## config.mk

```make
export PLATFORM = sky130hd
export DESIGN_NAME = sqrt_iter_core
export DESIGN_NICKNAME = d
export VERILOG_FILES = /design/src/rtl/sqrt_iter_core.sv
export SDC_FILE = /design/constraint.sdc
export NUM_CORES = 1
export LEC_CHECK = 0
export BUFFER_PORTS_ARGS = -buffer_cell sky130_fd_sc_hd__buf_2
export CORE_MARGIN = 5
export CORE_UTILIZATION = 50
export CTS_CLUSTER_DIAMETER = 30
export CTS_CLUSTER_SIZE = 40
export DETAILED_ROUTE_END_ITERATION = 8
export PLACE_DENSITY = 0.74
export SLEW_MARGIN = 20
export SYNTH_ARGS = -nofsm -noshare
export SYNTH_HDL_FRONTEND = slang
export SYNTH_SLANG_ARGS = --single-unit
```

## constraint.sdc

```tcl
create_clock -name clk -period 3.9 [get_ports clk]
set_input_delay 0.78 -clock clk [delete_from_list [all_inputs] [get_ports clk]]
set_output_delay 0.78 -clock clk [all_outputs]
set_load 0.01 [all_outputs]
```

## src/rtl/sqrt_iter_core.sv

```systemverilog
// Radix-2 restoring integer square root: one root bit per clock through a borrow-propagate subtract/restore row.
// Latency: WIDTH/2 edges from the accepting edge to out_valid, independent of the operand.
// Backpressure: result held in DONE until out_ready; in_ready is low from acceptance until the cycle after the result is taken.
module sqrt_iter_core #(
    parameter int WIDTH = 16
) (
    input  logic                 clk,
    input  logic                 rst,
    input  logic                 in_valid,
    output logic                 in_ready,
    input  logic [WIDTH-1:0]     radicand,
    output logic                 out_valid,
    input  logic                 out_ready,
    output logic [WIDTH/2-1:0]   root,
    output logic [WIDTH/2:0]     remainder,
    output logic                 busy
);

    localparam int RW   = WIDTH / 2;
    localparam int REMW = RW + 1;
    localparam int AW   = RW + 3;
    localparam int CNTW = $clog2(RW + 1);

    localparam logic [CNTW-1:0] CNT_LOAD = CNTW'(RW);
    localparam logic [CNTW-1:0] CNT_ONE  = CNTW'(1);

    typedef enum logic [1:0] {IDLE, CALC, DONE} state_t;

    state_t          state;
    logic [WIDTH-1:0] xReg;
    logic [RW-1:0]   qReg;
    logic [REMW-1:0] rReg;
    logic [CNTW-1:0] cnt;

    logic [AW-1:0]   aVec;
    logic [AW-1:0]   sVec;
    logic [REMW-1:0] diff;
    logic            borrow;
    logic [REMW-1:0] rNext;
    logic [RW-1:0]   qNext;

    // Row of bo/d cells. The upper positions only propagate borrow: the
    // kept remainder never exceeds REMW bits, so their difference bits are
    // always zero whenever the trial result is accepted.
    function automatic logic [REMW:0] trialSub(input logic [AW-1:0] a, input logic [AW-1:0] s);
        logic            b;
        logic [REMW-1:0] d;
        b = 1'b0;
        d = '0;
        for (int i = 0; i < REMW; i++) begin
            d[i] = a[i] ^ s[i] ^ b;
            b    = (~a[i] & s[i]) | (~(a[i] ^ s[i]) & b);
        end
        for (int i = REMW; i < AW; i++) begin
            b = (~a[i] & s[i]) | (~(a[i] ^ s[i]) & b);
        end
        return {b, d};
    endfunction

    always_comb begin
        aVec           = {rReg, xReg[WIDTH-1 -: 2]};
        sVec           = {1'b0, qReg, 2'b01};
        {borrow, diff} = trialSub(aVec, sVec);
        rNext          = borrow ? aVec[REMW-1:0] : diff;
        qNext          = {qReg[RW-2:0], ~borrow};
    end

    always_ff @(posedge clk) begin
        if (rst) begin
            state     <= IDLE;
            in_ready  <= 1'b1;
            out_valid <= 1'b0;
            busy      <= 1'b0;
            root      <= '0;
            remainder <= '0;
            xReg      <= '0;
            qReg      <= '0;
            rReg      <= '0;
            cnt       <= '0;
        end else begin
            case (state)
                IDLE: begin
                    if (in_valid && in_ready) begin
                        xReg     <= radicand;
                        qReg     <= '0;
                        rReg     <= '0;
                        cnt      <= CNT_LOAD;
                        in_ready <= 1'b0;
                        busy     <= 1'b1;
                        state    <= CALC;
                    end
                end
                CALC: begin
                    xReg <= xReg << 2;
                    qReg <= qNext;
                    rReg <= rNext;
                    cnt  <= cnt - CNT_ONE;
                    if (cnt == CNT_ONE) begin
                        root      <= qNext;
                        remainder <= rNext;
                        out_valid <= 1'b1;
                        state     <= DONE;
                    end
                end
                DONE: begin
                    if (out_ready) begin
                        out_valid <= 1'b0;
                        busy      <= 1'b0;
                        in_ready  <= 1'b1;
                        state     <= IDLE;
                    end
                end
                default: begin
                    state     <= IDLE;
                    in_ready  <= 1'b1;
                    out_valid <= 1'b0;
                    busy      <= 1'b0;
                end
            endcase
        end
    end

endmodule
```

---- After elaboration in Yosys (flattened, before gate mapping) ----
Index checks and enable logic that the tools add are counted.
storage, ports and cells
  bits of input ports ..................... 20
  word-level logic and storage cells ...... 110
  output and inout bits ................... 20
  register bits after elaboration ......... 59
cells by class
  reductions and logical operators ........ 8
  bitwise gates (word level) .............. 64
  equal/unequal tests ..................... 6
  multiplexer cells ....................... 21
  $add $sub $neg .......................... 1
operator list
  kind                                               number
  case mux 16 bit (2 select lines)                   1
  inverter 1 bit                                     22
  bitwise AND 1 bit                                  18
  two-way mux 9 bit                                  2
  case mux 9 bit (2 select lines)                    1
  two-way mux 16 bit                                 1
  case mux 8 bit (2 select lines)                    1
  XOR 1 bit                                          16
  case mux 1 bit (3 select lines)                    3
  AND reduction 3 bit                                3
  two-way mux 8 bit                                  1
  bitwise OR 1 bit                                   8
  case mux 4 bit (2 select lines)                    1
  two-way mux 2 bit                                  3
  != test 2 bit (second input constant)              3
  case mux 2 bit (3 select lines)                    1
  two-way mux 1 bit                                  5
  == test 4 x 1 -> 1 bit (second input constant)     1
  two-way mux 4 bit                                  1
  AND reduction 2 bit                                2
  subtractor 4 x 1 -> 4 bit (second input constant)  1
  == test 2 x 1 -> 1 bit (second input constant)     1
  == test 2 bit (second input constant)              1
  zero test 2 bit                                    1
  2 further kinds                                    2

---- Logic depth before layout (Yosys ltp) ----
Gate-level depths: netlist of the first run.
  depth after elaboration ................. 21
  gate-level depth with buffers ........... 15

---- Worst setup path before layout of the first run ----
Ideal clock, no wire load.
  kind .................................... flip-flop to flip-flop
  from .................................... register xReg[14]
  to ...................................... register remainder[8]
  clock period less this slack ............ 3.954 ns
  library setup time ...................... 0.139 ns
  stages on the path, launching flop included .. 16
  path slack .............................. -0.054 ns
  buffers on the path ..................... 1
  data arrival time ....................... 3.815 ns
  path through ............................ dfxtp_1 inv_1 ha_1 inv_1 fa_1 fa_1 fa_1 fa_1 fa_1 fa_1 fa_1 nor2b_1 o21ai_2 buf_4 mux2i_1 a211oi_2
on the way
  cells in the longest elaborated chain, start to end .. 20
  elaborated cells on any way between the ends .. 21
  those cells by class .................... 1 x mux; 20 x bitwise
ends and longest elaborated chain
  what                                 line  RTL
  from (decl)                          30    logic [WIDTH-1:0] xReg;
  from (signal assigned)               84    xReg <= radicand;
  from (signal assigned)               94    xReg <= xReg << 2;
  inverter 1 bit (no source line) (*)  --
  bitwise AND 1 bit (*) (2 in a row)   52    b = (~a[i] & s[i]) | (~(a[i] ^ s[i]) & b);
  bitwise OR 1 bit (*)                 52
  bitwise AND 1 bit (*)                52
  bitwise OR 1 bit (*)                 52
  bitwise AND 1 bit (*)                52
  bitwise OR 1 bit (*)                 52
  bitwise AND 1 bit (*)                52
  [3 not listed]                       --
  bitwise AND 1 bit (*)                52
  bitwise OR 1 bit (*)                 52
  bitwise AND 1 bit                    52
  bitwise OR 1 bit                     52
  bitwise AND 1 bit                    55    b = (~a[i] & s[i]) | (~(a[i] ^ s[i]) & b);
  bitwise OR 1 bit                     55
  bitwise AND 1 bit                    55
  two-way mux 9 bit (*)                64    rNext = borrow ? aVec[REMW-1:0] : diff;
  to (signal assigned)                 100   remainder <= rNext;
  to (decl)                            15    output logic [WIDTH/2:0] remainder,
Mark *: on every way between the ends. The rest lies on a longest branch, timed or not.
A chain may end at the register's enable or synchronous reset.

---- Worst setup path in the final report of the first run ----
  from .................................... register xReg[14]
  to ...................................... register remainder[1]
on the way
  cells in the longest elaborated chain, start to end .. 20
  elaborated cells on any way between the ends .. 21
  those cells by class .................... 1 x mux; 20 x bitwise
ends and longest elaborated chain
  what                                 line
  inverter 1 bit (no source line) (*)  --
  bitwise AND 1 bit (2 in a row)       52
  bitwise OR 1 bit                     52
  bitwise AND 1 bit                    52
  bitwise OR 1 bit                     52
  bitwise AND 1 bit                    52
  bitwise OR 1 bit                     52
  bitwise AND 1 bit                    52
  [3 not listed]                       --
  bitwise AND 1 bit                    52
  bitwise OR 1 bit                     52
  bitwise AND 1 bit                    52
  bitwise OR 1 bit                     52
  bitwise AND 1 bit                    55
  bitwise OR 1 bit                     55
  bitwise AND 1 bit                    55
  two-way mux 9 bit (*)                64
Marks and branches as above.

==> results of run 1 <==
-- worst paths after layout --
| kind | start | end | slack [ns] | cells after the start |
|---|---|---|---|---|
| hold / removal | root[2] | root[2] | 0.45 | 2 |
| setup reg to reg | xReg[14] | remainder[1] | 0.03 | 14 |
| hold reg to reg | root[2] | root[2] | 0.45 | 2 |
| setup / recovery | xReg[14] | remainder[1] | 0.03 | 14 |
-- cells in the mapped netlist --
library cell / number / area share [%]
a211oi_1: 4 / 1.1
a211oi_2: 5 / 2.4
a21oi_1: 14 / 2.7
a21oi_2: 1 / 0.33
a22oi_1: 11 / 3.1
a311oi_1: 13 / 4.3
and2_4: 1 / 0.33
and2b_2: 1 / 0.33
and4bb_4: 1 / 0.62
buf_12: 1 / 0.76
buf_2: 5 / 0.95
buf_4: 5 / 1.4
clkbuf_1: 9 / 1.3
clkbuf_8: 1 / 0.52
dfxtp_1: 59 / 45
fa_1: 7 / 5.3
ha_1: 4 / 1.9
inv_1: 15 / 2.1
mux2_2: 1 / 0.43
mux2i_1: 7 / 2.7
nand2_1: 44 / 6.3
nand2b_1: 3 / 0.71
nand2b_2: 1 / 0.33
nand3_1: 2 / 0.38
nand3b_1: 10 / 2.9
nor2_1: 41 / 5.9
nor2_2: 2 / 0.48
nor2b_1: 1 / 0.24
nor3_1: 4 / 0.76
o21ai_0: 11 / 2.1
o21ai_2: 1 / 0.33
o22ai_1: 1 / 0.24
o31ai_1: 2 / 0.57
o32ai_1: 2 / 0.67
or2_1: 1 / 0.24
xnor2_1: 1 / 0.33
-- layer usage --
metal  share of wire, %  up-vias  global-route usage, %
li1                   -     1067                      -
met1                 43     1007                   20.9
met2                 50       50                   29.6
met3                5.0       13                   6.07
met4                2.4        0                   6.37
met5                  0        -                      0
-- kinds of logic after synthesis --
kind of cell / synth area share (%)
adder cells (fa/ha/maj): 7.23
AND/OR/NAND/NOR: 19.4
AO/OA/AOI/OAI: 17.9
flip-flops: 44.9
multiplexers: 3.09
buffers and inverters: 7.09
XOR/XNOR: 0.333
-- layout by cell type (no fill, tap or decap), types with 2 or more instances in the layout --
cell / instances
a211oi_1: 3
a211oi_2: 6
buf_2: 39
nand3b_1: 10
a21oi_1: 14
dfxtp_2: 2
o32ai_1: 2
inv_1: 12
dfxtp_1: 57
buf_4: 7
o21ai_1: 2
mux2i_4: 4
clkbuf_1: 2
inv_2: 3
a311oi_1: 13
nand2_1: 44
ha_1: 3
mux2i_2: 2
nand2b_1: 3
nor3_1: 4
o21ai_0: 9
clkbuf_8: 13
nor2_1: 41
nand3_1: 2
fa_2: 7
a22oi_1: 11
-- stage by stage --
| stage | utilization [%] | setup TNS, ns |
|---|---|---|
| 4_1_cts | 60.3 | 0 |
| 6_report | 62.1 | 0 |
| 5_1_grt | 62.1 | -0.972 |
| 3_3_place_gp | 55.8 | -1.70 |
| 3_5_place_dp | 55.8 | -2.64 |
| 2_1_floorplan | - | 0 |
-- flip-flops by register name (all words and copies together), names as in the netlist --
signal / cells
remainder: 9
qReg: 8
xReg: 16
cnt: 4
out_valid: 1
root: 8
busy: 1
in_ready: 1
state: 2
rReg: 9
-- timing repair --
item,in CTS,in global routing
setup endpoints to repair,20,20
hold buffers,0,0
buffers inserted,0,0
gates resized for setup,10,22
pin swaps,1,2
-- power by group through the flow --
stage / clock network [W] / logic, W / registers (W)
CTS: 0.000533 / 0.000561 / 0.000705
global placement: 0 / 0.000475 / 0.000712
finish: 0.000519 / 0.000688 / 0.000709
detailed placement: 0 / 0.000489 / 0.000715
floorplan: 0 / 0.000373 / 0.000708
global route: 0.000563 / 0.000745 / 0.000715
-- worst register-to-register path: stages (launching register included) --
cell and delay (ns):
dfxtp_2 0.32, inv_2 0.07, ha_4 0.13, inv_2 0.03
fa_2 0.34, fa_2 0.37, fa_2 0.36, fa_2 0.35
fa_2 0.34, fa_2 0.34, fa_2 0.36, nor2b_4 0.14
o21ai_4 0.09, mux2_4 0.33, o31ai_4 0.21
-- final cells by class --
class	instances	area, um^2
clock buffer	15	186
clock inverter	1	5.00
fill	445	1940
inverter	15	56.3
multi-input combinational	197	1390
sequential	59	1180
tap	70	87.6
timing repair buffer	47	259
==> metrics.txt, run 1 <==
status finished, final reports clean; Post-Syn Instances 292; Congestion Overflow GR 0; Post-Place Cells 388; first-pass GRT wire length 9050 um; CP max-delay cell fa_2; Logic pwr share 35.9%; Root Buffer clkbuf_8; vias in the first global route 1992; max cap viols 0; Bufs and invs on worst path 2; maximum vdd drop 0.323 mV; internal power 0.00130 W; Switch Pwr 0.000612 W; Final HPWL DP 3660 um; sequential share of the synthesized area 44.9%; P_leak 1.22 nW; row cnt 26; Worst-path clk slew 0.06 ns; Antenna Violating Nets Remaining 0; Core ar. 5110 um^2; Worst-Skew Late Latency 0.33 ns; Sink Count 59; #FFs+latches synth 59; pin count of the biggest net entering global routing 41; initial antenna violation count 0; Clk pwr share 27.1%; most frequent CP cell fa_2; CP Max Fanout 5; overall power 0.00192 W; Sw Ratio 31.9%; PortBufs 39; relative slew slack 50.0%; Num CTS Buffers 9; maximum clock rate 258 MHz; ant diodes 0; routability cong. 0.876; GRT Total Usage 17.6%; TritonCTS clock tree yes; crit-path cells inv_2 -> ha_4 -> inv_2 -> fa_2 -> fa_2 -> fa_2 -> fa_2 -> fa_2 -> fa_2 -> fa_2 -> nor2b_4 -> o21ai_4 -> mux2_4 -> o31ai_4; total number of yosys warnings 0; RSZ-0062 raised after global routing yes; worst slew pin tran 0.750 ns; area growth from synthesis to layout 20.6%; DR iter-0 viols 137; drc violations 0; family with the most delay on the worst path adder cells; CP peak stage delay 0.37 ns; pre-CTS WS -0.194 ns; final hold vios 0; Initial Util 51.5%; Worst setup EP type flop; PwrDens 605 nW/um^2; Final Setup Violations 0; Synthesized Nets 323; io pins 40; share of layout cells above drive strength 1 29.0%; Min Hold Slack 0.451 ns; Critical Path RT 4.14 ns; Max Slew Vio Count 0; fin crit share 99.2%; die area 6810 um^2; area post-placement 2850 um^2; worst hold path class flop to flop; Die Ht 82.5 um; final non-filler cell total 404; final wirelength 5680 um; Tmin final 3.87 ns; Crit Path Class flop to flop; post-synthesis cell area 2630 um^2; htree depth 3; post-synth cell types 36; via count 2137; NumNets Final 360; Vias/cell 5.29; DRT Pass-1 Iters 4; CTS Buffer Depth 2; wire per inst 14.1 um; Worst EP arrival 4.11 ns; cell area after layout 3170 um^2; Die X 82.5 um; CP startpoint kind flop; fin worst setup slack 0.0296 ns; clock skew 0.00558 ns; Reg power frac 37.0%; Mapped Avg Cell Area 9.00 um^2
No activity file was read; power rests on OpenSTA's default activity.
==> run 2, diff against run 1 <==
--- a/config.mk
+++ b/config.mk
@@ -7,11 +7,11 @@
 export LEC_CHECK = 0
 export BUFFER_PORTS_ARGS = -buffer_cell sky130_fd_sc_hd__buf_2
 export CORE_MARGIN = 5
-export CORE_UTILIZATION = 50
+export CORE_UTILIZATION = 54
 export CTS_CLUSTER_DIAMETER = 30
 export CTS_CLUSTER_SIZE = 40
 export DETAILED_ROUTE_END_ITERATION = 8
-export PLACE_DENSITY = 0.74
+export PLACE_DENSITY = 0.76
 export SLEW_MARGIN = 20
 export SYNTH_ARGS = -nofsm -noshare
 export SYNTH_HDL_FRONTEND = slang
==> constraint.sdc (replaced) <==
create_clock -name clk -period 4.1 [get_ports clk]
set_input_delay 0.82 -clock clk [delete_from_list [all_inputs] [get_ports clk]]
set_output_delay 0.82 -clock clk [all_outputs]
set_load 0.01 [all_outputs]
==> run 2 against run 1 <==
Compared with the run above:
- clock skew up 0.0013 ns
- count of clock-buffer cells in the layout fell by 4
- via count about the same
- critical endpoint is now remainder[8]
- highest routed layer unchanged
==> metrics.txt, run 2 (synthesis gave the netlist of run 1 again) <==
crit-path cells inv_1 -> ha_1 -> inv_1 -> fa_1 -> fa_2 -> fa_2 -> fa_2 -> fa_2 -> fa_2 -> fa_1 -> nor2b_2 -> o21ai_2 -> buf_12 -> mux2i_4 -> a211oi_2 (was inv_2 -> ha_4 -> inv_2 -> fa_2 -> fa_2 -> fa_2 -> fa_2 -> fa_2 -> fa_2 -> fa_2 -> nor2b_4 -> o21ai_4 -> mux2_4 -> o31ai_4); Largest register FFs 16 (unchanged); Worst setup EP type flop (unchanged); worst hold path class flop to flop (unchanged); cts hold-fix bufs 0 (unchanged); Congestion Overflow GR 0 (unchanged); clock skew 0.00691 ns (was 0.00558 ns); Final Setup Violations 0 (unchanged); Num CTS Buffers 9 (unchanged); Post-Place Cells 382 (was 388); fin worst setup slack 0.159 ns (was 0.0296 ns); TNS Setup 0 ns (unchanged); share of layout cells above drive strength 1 24.8% (was 29.0%); Bufs and invs on worst path 3 (was 2); CP max-delay cell fa_1 (was fa_2); CTS Buffer Depth 2 (unchanged); area post-placement 2830 um^2 (was 2850 um^2); final hold vios 0 (unchanged); Tmin final 3.94 ns (was 3.87 ns); Core ar. 4720 um^2 (was 5110 um^2); routability cong. 0.796 (was 0.876); Final Util 65.0% (was 62.1%); DRT Pass-1 Iters 5 (was 4); htree depth 3 (unchanged); vias in the first global route 2029 (was 1992); CP startpoint kind flop (unchanged); Vias/cell 5.37 (was 5.29); most frequent cells in the layout 59 x dfxtp_1, 44 x nand2_1, 41 x nor2_1, 39 x buf_2, 15 x inv_1 (was 57 x dfxtp_1, 44 x nand2_1, 41 x nor2_1, 39 x buf_2, 14 x a21oi_1); Worst EP arrival 4.19 ns (was 4.11 ns); Antenna Violating Nets Remaining 0 (unchanged); max cap viols 0 (unchanged); Crit Path Class flop to flop (unchanged); NumNets Final 357 (was 360); family with the most delay on the worst path adder cells (unchanged); final non-filler cell total 398 (was 404); final wirelength 5480 um (was 5680 um); maximum vdd drop 0.323 mV (about the same); post-CTS setup buffers 0 (unchanged); fin crit share 96.1% (was 99.2%); status finished, final reports clean (unchanged); Root Buffer clkbuf_8 (unchanged); ant diodes 0 (unchanged); most frequent CP cell fa_2 (unchanged); PortBufs 39 (unchanged); DR iter-0 viols 155 (was 137); Critical Path RT 4.35 ns (was 4.14 ns); row cnt 25 (was 26); worst slew pin tran 0.769 ns (was 0.750 ns); area growth from synthesis to layout 16.8% (was 20.6%); first-pass GRT wire length 9280 um (was 9050 um); CP Max Fanout 8 (was 5); io pins 40 (unchanged); Sink Count 59 (unchanged); PwrDens 561 nW/um^2 (was 605 nW/um^2); P_leak 1.19 nW (was 1.22 nW); Worst-Skew Late Latency 0.33 ns (about the same); wire per inst 13.8 um (was 14.1 um); cell area after layout 3070 um^2 (was 3170 um^2); drc violations 0 (unchanged); pin count of the biggest net entering global routing 41 (unchanged); GRT Total Usage 18.7% (was 17.6%); via count 2138 (was 2137); Max Slew Vio Count 0 (unchanged); TritonCTS clock tree yes (unchanged); Worst-path clk slew 0.07 ns (was 0.06 ns); largest reg by FF count xReg (unchanged); most common cell after layout, fill and taps aside dfxtp_1 (unchanged); CP peak stage delay 0.38 ns (was 0.37 ns); pre-CTS WS -0.0446 ns (was -0.194 ns); Largest regs xReg (16), rReg (9), remainder (9) (unchanged); Die X 79.8 um (was 82.5 um); initial antenna violation count 0 (unchanged); maximum clock rate 254 MHz (was 258 MHz); Final HPWL DP 3670 um (was 3660 um); relative slew slack 48.7% (was 50.0%); Initial Util 55.7% (was 51.5%); Die Ht 79.8 um (was 82.5 um); RSZ-0062 raised after global routing no (was yes); die area 6360 um^2 (was 6810 um^2)
[run 2: cell types whose count changed in the layout (fill, tap and decap cells not counted), sizes merged]
cell | before | now
clkinv | 1 | 3
clkinvlp | 0 | 1
buf | 47 | 44
bufinv | 0 | 1
clkbuf | 15 | 11
[run 2: what timing repair did]
| item | 4_1_cts | 5_1_grt |
|---|---|---|
| gates resized for setup | 4 | 7 |
| endpoints found under the setup margin | 12 | 19 |
| cloned | 0 | 0 |
| pin swaps | 0 | 1 |
[run 2: path summary, 6_finish.rpt]
kind / start / endpoint / slack [ns] / depth (start not counted)
setup / recovery: xReg[15] / remainder[8] / 0.16 / 15
hold / removal: root[1] / root[1] / 0.45 / 2
setup reg to reg: xReg[15] / remainder[8] / 0.16 / 15
hold reg to reg: root[1] / root[1] / 0.45 / 2
[run 2: area by class of cell]
| type | count | area (um^2) |
|---|---|---|
| Clock inverter | 5 | 52.6 |
| Clock buffer | 11 | 141 |
| Tap cell | 67 | 83.8 |
| Fill cell | 413 | 1650 |
| Multi-Input combinational cell | 197 | 1310 |
| Timing Repair Buffer | 44 | 245 |
| Sequential cell | 59 | 1180 |
| Inverter | 15 | 56.3 |
[run 2: power by group]
| group | leakage (nW) | total [W] | switching, W | internal, W |
|---|---|---|---|---|
| clock | 0.0991 | 0.000514 | 0.000220 | 0.000294 |
| sequential | 0.482 | 0.000672 | 0.0000460 | 0.000626 |
| combinational | 0.614 | 0.000537 | 0.000276 | 0.000261 |
| total | 1.19 | 0.00172 | 0.000542 | 0.00118 |
[run 2: tightest hold or removal path, cell delays in order (launching register included)]
cell and delay, ns:
dfxtp_1 0.31, nand2_1 0.05, a21oi_1 0.05
[run 2: per-stage QoR]
stage / power, W / hold slack [ns]
after floorplan: 0.00101 / 0.455
after global placement: 0.00113 / 0.442
after detailed placement: 0.00114 / 0.445
after CTS: 0.00169 / 0.454
after global routing: 0.00182 / 0.474
final: 0.00172 / 0.453
[run 2: routing by layer]
layer  GRT usage, %  vias up  part of all wire, %
li1               -     1064                    -
met3           4.63       11                  3.6
met4           9.12        0                  1.9
met2           28.7       35                   46
met5              0        -                    0
met1           24.6     1028                   48
